==> src/rtl/cpu_pkg.sv <==
// Shared types and encodings for the instruction controller.
package cpu_pkg;

    localparam int unsigned REG_W  = 3;
    localparam int unsigned OPC_W  = 3;
    localparam int unsigned OP_W   = 2;
    localparam int unsigned SH_W   = 2;
    localparam int unsigned IMM8_W = 8;

    typedef enum logic [2:0] {
        ST_WAIT      = 3'd0,
        ST_DECODE    = 3'd1,
        ST_WRITE_IMM = 3'd2,
        ST_GET_A     = 3'd3,
        ST_GET_B     = 3'd4,
        ST_EXEC      = 3'd5,
        ST_WRITE_REG = 3'd6
    } state_e;

    localparam logic [OPC_W-1:0] OP_MOV = 3'b110;
    localparam logic [OPC_W-1:0] OP_ALU = 3'b101;

    localparam logic [OP_W-1:0] ALU_ADD = 2'b00;
    localparam logic [OP_W-1:0] ALU_SUB = 2'b01;
    localparam logic [OP_W-1:0] ALU_AND = 2'b10;
    localparam logic [OP_W-1:0] ALU_MVN = 2'b11;

    // MOV sub-ops share the op field with the ALU group.
    localparam logic [OP_W-1:0] MOV_IMM = 2'b10;
    localparam logic [OP_W-1:0] MOV_REG = 2'b00;

    typedef struct packed {
        logic [OPC_W-1:0] opcode;
        logic [OP_W-1:0]  op;
        logic [REG_W-1:0] rn;
        logic [REG_W-1:0] rd;
        logic [SH_W-1:0]  sh;
        logic [REG_W-1:0] rm;
    } instr_t;

endpackage

==> src/rtl/cpu_controller_instr_decoder.sv <==
// Combinational field extraction, immediate sign extension and legality check.
module instr_decoder
    import cpu_pkg::*;
#(
    parameter int unsigned WIDTH = 16
) (
    input  logic [WIDTH-1:0] ir_i,
    output instr_t           fields_o,
    output logic [WIDTH-1:0] sximm8_o,
    output logic             illegal_o
);

    always_comb begin
        fields_o.opcode = ir_i[15:13];
        fields_o.op     = ir_i[12:11];
        fields_o.rn     = ir_i[10:8];
        fields_o.rd     = ir_i[7:5];
        fields_o.sh     = ir_i[4:3];
        fields_o.rm     = ir_i[2:0];
    end

    assign sximm8_o = {{(WIDTH-IMM8_W){ir_i[IMM8_W-1]}}, ir_i[IMM8_W-1:0]};

    // Every ALU op is legal; MOV only has the immediate and register forms.
    always_comb begin
        illegal_o = 1'b1;
        if (ir_i[15:13] == OP_ALU) begin
            illegal_o = 1'b0;
        end else if (ir_i[15:13] == OP_MOV &&
                     (ir_i[12:11] == MOV_IMM || ir_i[12:11] == MOV_REG)) begin
            illegal_o = 1'b0;
        end
    end

endmodule

==> src/rtl/vDFFE.sv <==
// Enabled register with asynchronous active-low clear.
module vDFFE #(
    parameter int unsigned N = 16
) (
    input  logic         clk_i,
    input  logic         rst_ni,
    input  logic         en_i,
    input  logic [N-1:0] d_i,
    output logic [N-1:0] q_o
);

    always_ff @(posedge clk_i or negedge rst_ni) begin
        if (!rst_ni) begin
            q_o <= '0;
        end else if (en_i) begin
            q_o <= d_i;
        end
    end

endmodule

==> src/rtl/cpu_controller.sv <==
// Instruction register plus Moore sequencer driving the register-file/ALU datapath.
module cpu_controller
    import cpu_pkg::*;
#(
    parameter int unsigned WIDTH = 16
) (
    input  logic             clk,
    input  logic             reset,
    input  logic [WIDTH-1:0] in,
    input  logic             load,
    input  logic             s,
    output logic             w,
    output logic [2:0]       readnum,
    output logic [2:0]       writenum,
    output logic             write,
    output logic             loada,
    output logic             loadb,
    output logic             loadc,
    output logic             loads,
    output logic             vsel,
    output logic             asel,
    output logic             bsel,
    output logic [1:0]       ALUop,
    output logic [1:0]       shift,
    output logic [WIDTH-1:0] datapath_in
);

    logic [WIDTH-1:0] ir_q;
    instr_t           f;
    logic             illegal;
    state_e           state_q, state_d;

    logic is_mov_imm, is_mov_reg, is_mvn, is_cmp;

    // IR only accepts a new word while idle.
    vDFFE #(.N(WIDTH)) u_ir (
        .clk_i  (clk),
        .rst_ni (reset),
        .en_i   (load & w),
        .d_i    (in),
        .q_o    (ir_q)
    );

    instr_decoder #(.WIDTH(WIDTH)) u_dec (
        .ir_i      (ir_q),
        .fields_o  (f),
        .sximm8_o  (datapath_in),
        .illegal_o (illegal)
    );

    assign is_mov_imm = (f.opcode == OP_MOV) && (f.op == MOV_IMM);
    assign is_mov_reg = (f.opcode == OP_MOV) && (f.op == MOV_REG);
    assign is_mvn     = (f.opcode == OP_ALU) && (f.op == ALU_MVN);
    assign is_cmp     = (f.opcode == OP_ALU) && (f.op == ALU_SUB);

    always_ff @(posedge clk or negedge reset) begin
        if (!reset) begin
            state_q <= ST_WAIT;
        end else begin
            state_q <= state_d;
        end
    end

    always_comb begin
        state_d  = state_q;
        w        = 1'b0;
        readnum  = '0;
        writenum = '0;
        write    = 1'b0;
        loada    = 1'b0;
        loadb    = 1'b0;
        loadc    = 1'b0;
        loads    = 1'b0;
        vsel     = 1'b0;
        asel     = 1'b0;
        bsel     = 1'b0;
        ALUop    = ALU_ADD;
        shift    = f.sh;

        unique case (state_q)
            ST_WAIT: begin
                w = 1'b1;
                if (s) state_d = ST_DECODE;
            end
            ST_DECODE: begin
                if (illegal)                     state_d = ST_WAIT;
                else if (is_mov_imm)             state_d = ST_WRITE_IMM;
                else if (is_mov_reg || is_mvn)   state_d = ST_GET_B;
                else                             state_d = ST_GET_A;
            end
            ST_WRITE_IMM: begin
                writenum = f.rn;
                vsel     = 1'b1;
                write    = 1'b1;
                state_d  = ST_WAIT;
            end
            ST_GET_A: begin
                readnum = f.rn;
                loada   = 1'b1;
                state_d = ST_GET_B;
            end
            ST_GET_B: begin
                readnum = f.rm;
                loadb   = 1'b1;
                state_d = ST_EXEC;
            end
            ST_EXEC: begin
                // MOV reg rides the adder with A forced to zero.
                ALUop = is_mov_reg ? ALU_ADD : f.op;
                asel  = is_mov_reg || is_mvn;
                if (is_cmp) begin
                    loads   = 1'b1;
                    state_d = ST_WAIT;
                end else begin
                    loadc   = 1'b1;
                    state_d = ST_WRITE_REG;
                end
            end
            ST_WRITE_REG: begin
                writenum = f.rd;
                write    = 1'b1;
                state_d  = ST_WAIT;
            end
            default: state_d = ST_WAIT;
        endcase
    end

endmodule

==> config.mk <==
export PLATFORM = sky130hd
export DESIGN_NAME = cpu_controller
export DESIGN_NICKNAME = d
export VERILOG_FILES = /design/src/rtl/cpu_pkg.sv /design/src/rtl/cpu_controller_instr_decoder.sv /design/src/rtl/vDFFE.sv /design/src/rtl/cpu_controller.sv
export SDC_FILE = /design/constraint.sdc
export NUM_CORES = 1
export LEC_CHECK = 0
export CAP_MARGIN = 20
export CORE_ASPECT_RATIO = 1.1
export CORE_MARGIN = 10
export CORE_UTILIZATION = 44
export CTS_CLUSTER_DIAMETER = 30
export DETAILED_ROUTE_END_ITERATION = 8
export PLACE_DENSITY = 0.85
export SLEW_MARGIN = 20
export SYNTH_ARGS = -nofsm -noshare
export SYNTH_HDL_FRONTEND = slang
export SYNTH_SLANG_ARGS = --single-unit
==> constraint.sdc <==
create_clock -name clk -period 2.5 [get_ports clk]
set_clock_uncertainty 0.05 [all_clocks]
set_input_delay 0.75 -clock clk [delete_from_list [all_inputs] [get_ports clk]]
set_output_delay 0.75 -clock clk [all_outputs]
set_load 0.01 [all_outputs]
==> Yosys cells after proc, flatten, opt, wreduce, memory -nomap -nowiden <==
Index checks and enable logic that the tools add are counted.
{ "totals": {"register_bits": 19, "wordCells": 47, "in_bits": 20, "out_inout_bits": 35} }
{ "op_classes": {"reduce_logical": 10, "n_mux": 22, "n_eq_ne": 12, "n_bitwise": 1} }
{ "ops": {"columns": ["operator", "count"], "rows": [
  ["== test 3 bit (second input constant)", 5],
  ["2-to-1 mux 3 bit", 5],
  ["one-hot mux 3 bit (5 select lines)", 1],
  ["2-to-1 mux 1 bit", 12],
  ["one-hot mux 3 bit (2 select lines)", 2],
  ["== test 3 x 2 -> 1 bit (second input constant)", 2],
  ["logical AND 1 bit", 5],
  ["== test 2 bit (second input constant)", 2],
  ["2-to-1 mux 2 bit", 2],
  ["== test 3 x 1 -> 1 bit (second input constant)", 1],
  ["logical NOT 3 bit", 1],
  ["== test 2 x 1 -> 1 bit (second input constant)", 1],
  ["logical NOT 2 bit", 1],
  ["logical OR 1 bit", 2],
  ["inequality test 2 bit (second input constant)", 1],
  ["OR reduction 2 bit", 1],
  ["AND 1 bit", 1]
]} }

==> Longest topological paths before layout <==
{ "logic_depth": {"depth_word": 7, "depth_mapped": 6, "ltp_nobuf": 3} }

==> Cells and area by module <==
A second synthesis with hierarchy kept.
{ "unflattened": {"hier_cells": 116, "hier_area_um2": 1310.0} }
{ "by_module_without_submodules": {"columns": ["module", "cells_per_inst", "instances", "area_each_um2", "seq_area_each_um2"], "rows": [
  ["vDFFE", 34, 1, 649.4, 400.4],
  ["cpu_controller", 47, 1, 396.6, 75.1],
  ["instr_decoder", 35, 1, 264.0, 0.0]
]} }

==> Least setup slack after synthesis <==
No wires, ideal clock.
{ "synth_path": {"kind": "register to output", "from": "reg state_q[0]", "to": "out readnum[0]", "path_stages_with_launch": 4, "arrival_time_ps": 1237, "required_time_ps": 1700, "setup_slack_ps": 463, "path_buffers": 1, "path_cell_list": "dfrtp_1 -> buf_6 -> nor3b_1 -> a22o_1"} }
{ "synth_via": {"elab_chain_len": 2, "elab_cells_between_ends": 3, "classes_between": "2 x eq/ne; 1 x mux"} }
{ "synth_lines": {"columns": ["element", "line_no", "source"], "rows": [
  ["start, declared", "cpu_controller.sv:31", "state_e state_q, state_d;"],
  ["start signal, assigned", "cpu_controller.sv:60", "state_q <= state_d;"],
  ["== test 3 bit / == test 3 x 2 -> 1 bit (equally long branches)", "cpu_controller.sv:80", "unique case (state_q)"],
  ["one-hot mux 3 bit (2 select lines) (*)", "cpu_controller.sv:80", null],
  ["end, declared", "cpu_controller.sv:13", "output logic [2:0] readnum,"]
]} }
Mark *: on every way between the ends. The rest lies on a longest branch, timed or not.

==> Worst setup path after layout <==
{ "layout_path": {"from": "reg state_q[0]", "to": "out write"} }
{ "layout_via": {"elab_chain_len": 3, "elab_cells_between_ends": 4, "classes_between": "2 x eq/ne; 1 x mux; 1 x reduce/logical"} }
{ "layout_lines": {"columns": ["element", "line_no", "source"], "rows": [
  ["== test 3 x 2 -> 1 bit / == test 3 bit (equally long branches)", "cpu_controller.sv:80", null],
  ["OR reduction 2 bit (no source line) (*)", null, null],
  ["2-to-1 mux 1 bit (*)", "cpu_controller.sv:80", null],
  ["end, declared", "cpu_controller.sv:15", "output logic write,"]
]} }
Marks and branches as above.

==> impl_results.md <==
* Largest net degree at the start of global routing at 20
* Clock net sink count at 19
* Synth Warn # at 0
* # setup viols final at 0
* Fillers at 201
* Share of cells above drive strength 1 at 25.34%
* Final WL at 2994 um
* Register area at 479.2 um2
* Die ar. at a little over 5000 um2
* Vias in the first global route at 989
* Synthesized flop and latch total at 19
* Largest fanout on the critical path at 6
* Cell area after synthesis at 1179 um2
* Synthesized instance count at 104
* DRC viols at 0
* Area share of the largest cell type after synthesis at about two fifths
* Nets at approximately 170
* Register area share after synthesis at 40.34%
* Hold path start: u_ir.q_o[3]$_DFFE_PN0P_
* Min-Delay Path Class: flop to flop
* Final RePlAce weighted congestion at 0.7319
* Critical path class: flop to primary output
* Cells after DPL at 169
* Yosys cell types at 31
* # rows at 19
* Asr flop ratio synth at 100.0%
* Hpwl dp at around 2300 um
* Root Buffer: clkbuf_4
* Post-Place Cell Area at 1582 um2
* Die Y-Extent at 74.28 um
* CTS buffer count at 3
* Top cell type by total area after synthesis: dfrtp_1
* Worst r2r path cells at 3
* Power consumption at 0.001824 W
* Clk slew on worst S/H paths at 0.11 ns
* Top-count cell post-synth: buf_4
* Initial antenna violation count at 0
* GRT Total Usage at between 10% and 20%
* Synthesized area per cell at between 10 and 15 um2
* Status: finished clean
* VDD IR max at 837.1 uV
* MaxCap Viol Count at 0
* Hold_buf cts at 0
* Final period utilization at 97.46%
* Clock buffer depth at 2
* Pwr/cell area at 1110 nW/um2
* Tmin final at 2.436 ns
* Hold Path End: u_ir.q_o[3]$_DFFE_PN0P_
* Hold path depth at 1
* Post-synth EDFFs at 0
* Post-route antenna net violation count at 0
* DP Worst Slack at 0.1318 ns
* Setup ws final at 0.06351 ns
* Critical R2R Launch: state_q[0]$_DFFE_PN0P_
* DR pass1 iterations at 4
* Slew Limit Fails at 0
* GRT overflow at 0
* Via density at 5.153
* Reg-to-reg setup timing slack at 0.91 ns
* Number of DRC markers in iteration 0 at 20
* Total number of vias at 912
* Setup TNS at 0 ns
* CTS H-tree depth at 1
* Post-route cell area at 1643 um2
* Critical path endpoint category: primary output
* Leak pwr at 0.7655 nW
* Die X at approximately 69 um
* Antenna diode count at 0
* Skew-Pair Late Insertion Delay at roughly 0.29 ns
* R2R Path End: u_ir.q_o[13]$_DFFE_PN0P_
* Non-Filler Instances at roughly 180
* CP required at 1.70 ns
* Net count after synthesis at 124
* CTS tree: done
* Most common flop cell mapped by yosys: dfrtp_1
* Ports at 55
* Top post-synthesis cells by count: buf_4 (21), dfrtp_1 (19), nor2_1 (9)
* Initial core utilization at 46.34%
* Worst Setup Start Kind: flop
* Crit path DAT at about 1.6 ns
* Multi-input logic area at 504.2 um2
* Core ar. at roughly 2500 um2
* Port Buf Inserts at 53
* Fin. Hold Viols at 0
* First-pass GRT wire length at between 4000 and 5000 um
* RSZ-0062 raised after global routing: no
* Wire per inst at 16.92 um
* Fmax at 410.4 MHz
* Layout area overhead at 39.38%
* Synth area leaders: dfrtp_1 (40%), buf_4 (13%), mux2_4 (10%)
layout make-up:
class | count | area share (%)
clock buffer | 3 | 1.371
clock inverter | 1 | 0.3046
sequential | 19 | 29.17
timing repair buffer | 62 | 35.41
multi-input combinational | 58 | 30.69
tap | 31 | 2.361
inverter | 3 | 0.6855
flip-flops by register name, summed over array words and instances (netlist names):
name / count
state_q: 3
u_ir.q_o: 16
stage by stage:
step                hold WS (ns)  utilization (%)
floorplan                 0.4044                -
global placement          0.4668            62.17
detailed placement        0.4754            62.17
CTS                       0.5071            63.90
global route              0.5307            64.58
finish                    0.4966            64.58
worst max path at each step:
stage | startpoint | to | slack, ns | cells past startpoint
detailed placement | state_q[0]$_DFFE_PN0P_ | readnum[1] | 0.13 | 4
finish | state_q[0]$_DFFE_PN0P_ | write | 0.06 | 3
CTS | state_q[0]$_DFFE_PN0P_ | loadb | 0.03 | 3
global placement | state_q[2]$_DFFE_PN0P_ | readnum[2] | 0.15 | 4
floorplan | state_q[0]$_DFFE_PN0P_ | readnum[0] | 0.46 | 3
global route | state_q[2]$_DFFE_PN0P_ | loada | 0.006 | 2
per-layer routing:
metal / vias up / wire length, um / track usage, % / part of all wire, %
met5: - / 0 / 0 / 0
met4: 0 / 37 / 4.698 / 1.2
met3: 4 / 335 / 6.117 / 11
met2: 39 / 1421 / 18.70 / 47
met1: 442 / 1199 / 10.73 / 40
li1: 427 / - / - / -
kinds of logic after synthesis:
group | share of synthesized area, %
AO/OA/AOI/OAI | 6.900
buffers and inverters | 18.26
flip-flops | 40.34
multiplexers | 19.43
other | 0.3182
AND/OR/NAND/NOR | 14.76
report_power, final:
| group | internal [W] | total (W) | switching (W) |
|---|---|---|---|
| Sequential | 0.000459 | 0.000640 | 0.000182 |
| Combinational | 0.000640 | 0.00103 | 0.000389 |
| Clock | 0.0000595 | 0.000156 | 0.0000962 |
| Total | 0.00116 | 0.00182 | 0.000666 |
layout by cell type, fill, tap and decap left out, types with 2 or more instances in the layout:
| cell | count |
|---|---|
| clkdlybuf4s50_1 | 40 |
| dfrtp_1 | 16 |
| dlygate4sd2_1 | 12 |
| nor2_1 | 9 |
| mux2_4 | 8 |
| buf_4 | 8 |
| mux2_2 | 7 |
| a22o_1 | 3 |
| inv_1 | 3 |
| mux2i_1 | 3 |
| o21ai_0 | 3 |
| clkbuf_4 | 3 |
| dfrtp_2 | 3 |
| nand3_1 | 2 |
| nand2_1 | 2 |
| a211oi_1 | 2 |
worst max-delay path: stages, from the launching register on:
cell and delay [ns]:
dfrtp_2 0.47, or2b_4 0.29, inv_1 0.06, clkdlybuf4s50_1 0.53
timing repair:
item | CTS | global route
gates resized for setup | 20 | 1
buffers inserted | 2 | 2
setup endpoints to repair | 15 | 2
pin swaps | 0 | 0
No activity file was read; power rests on OpenSTA's default activity.
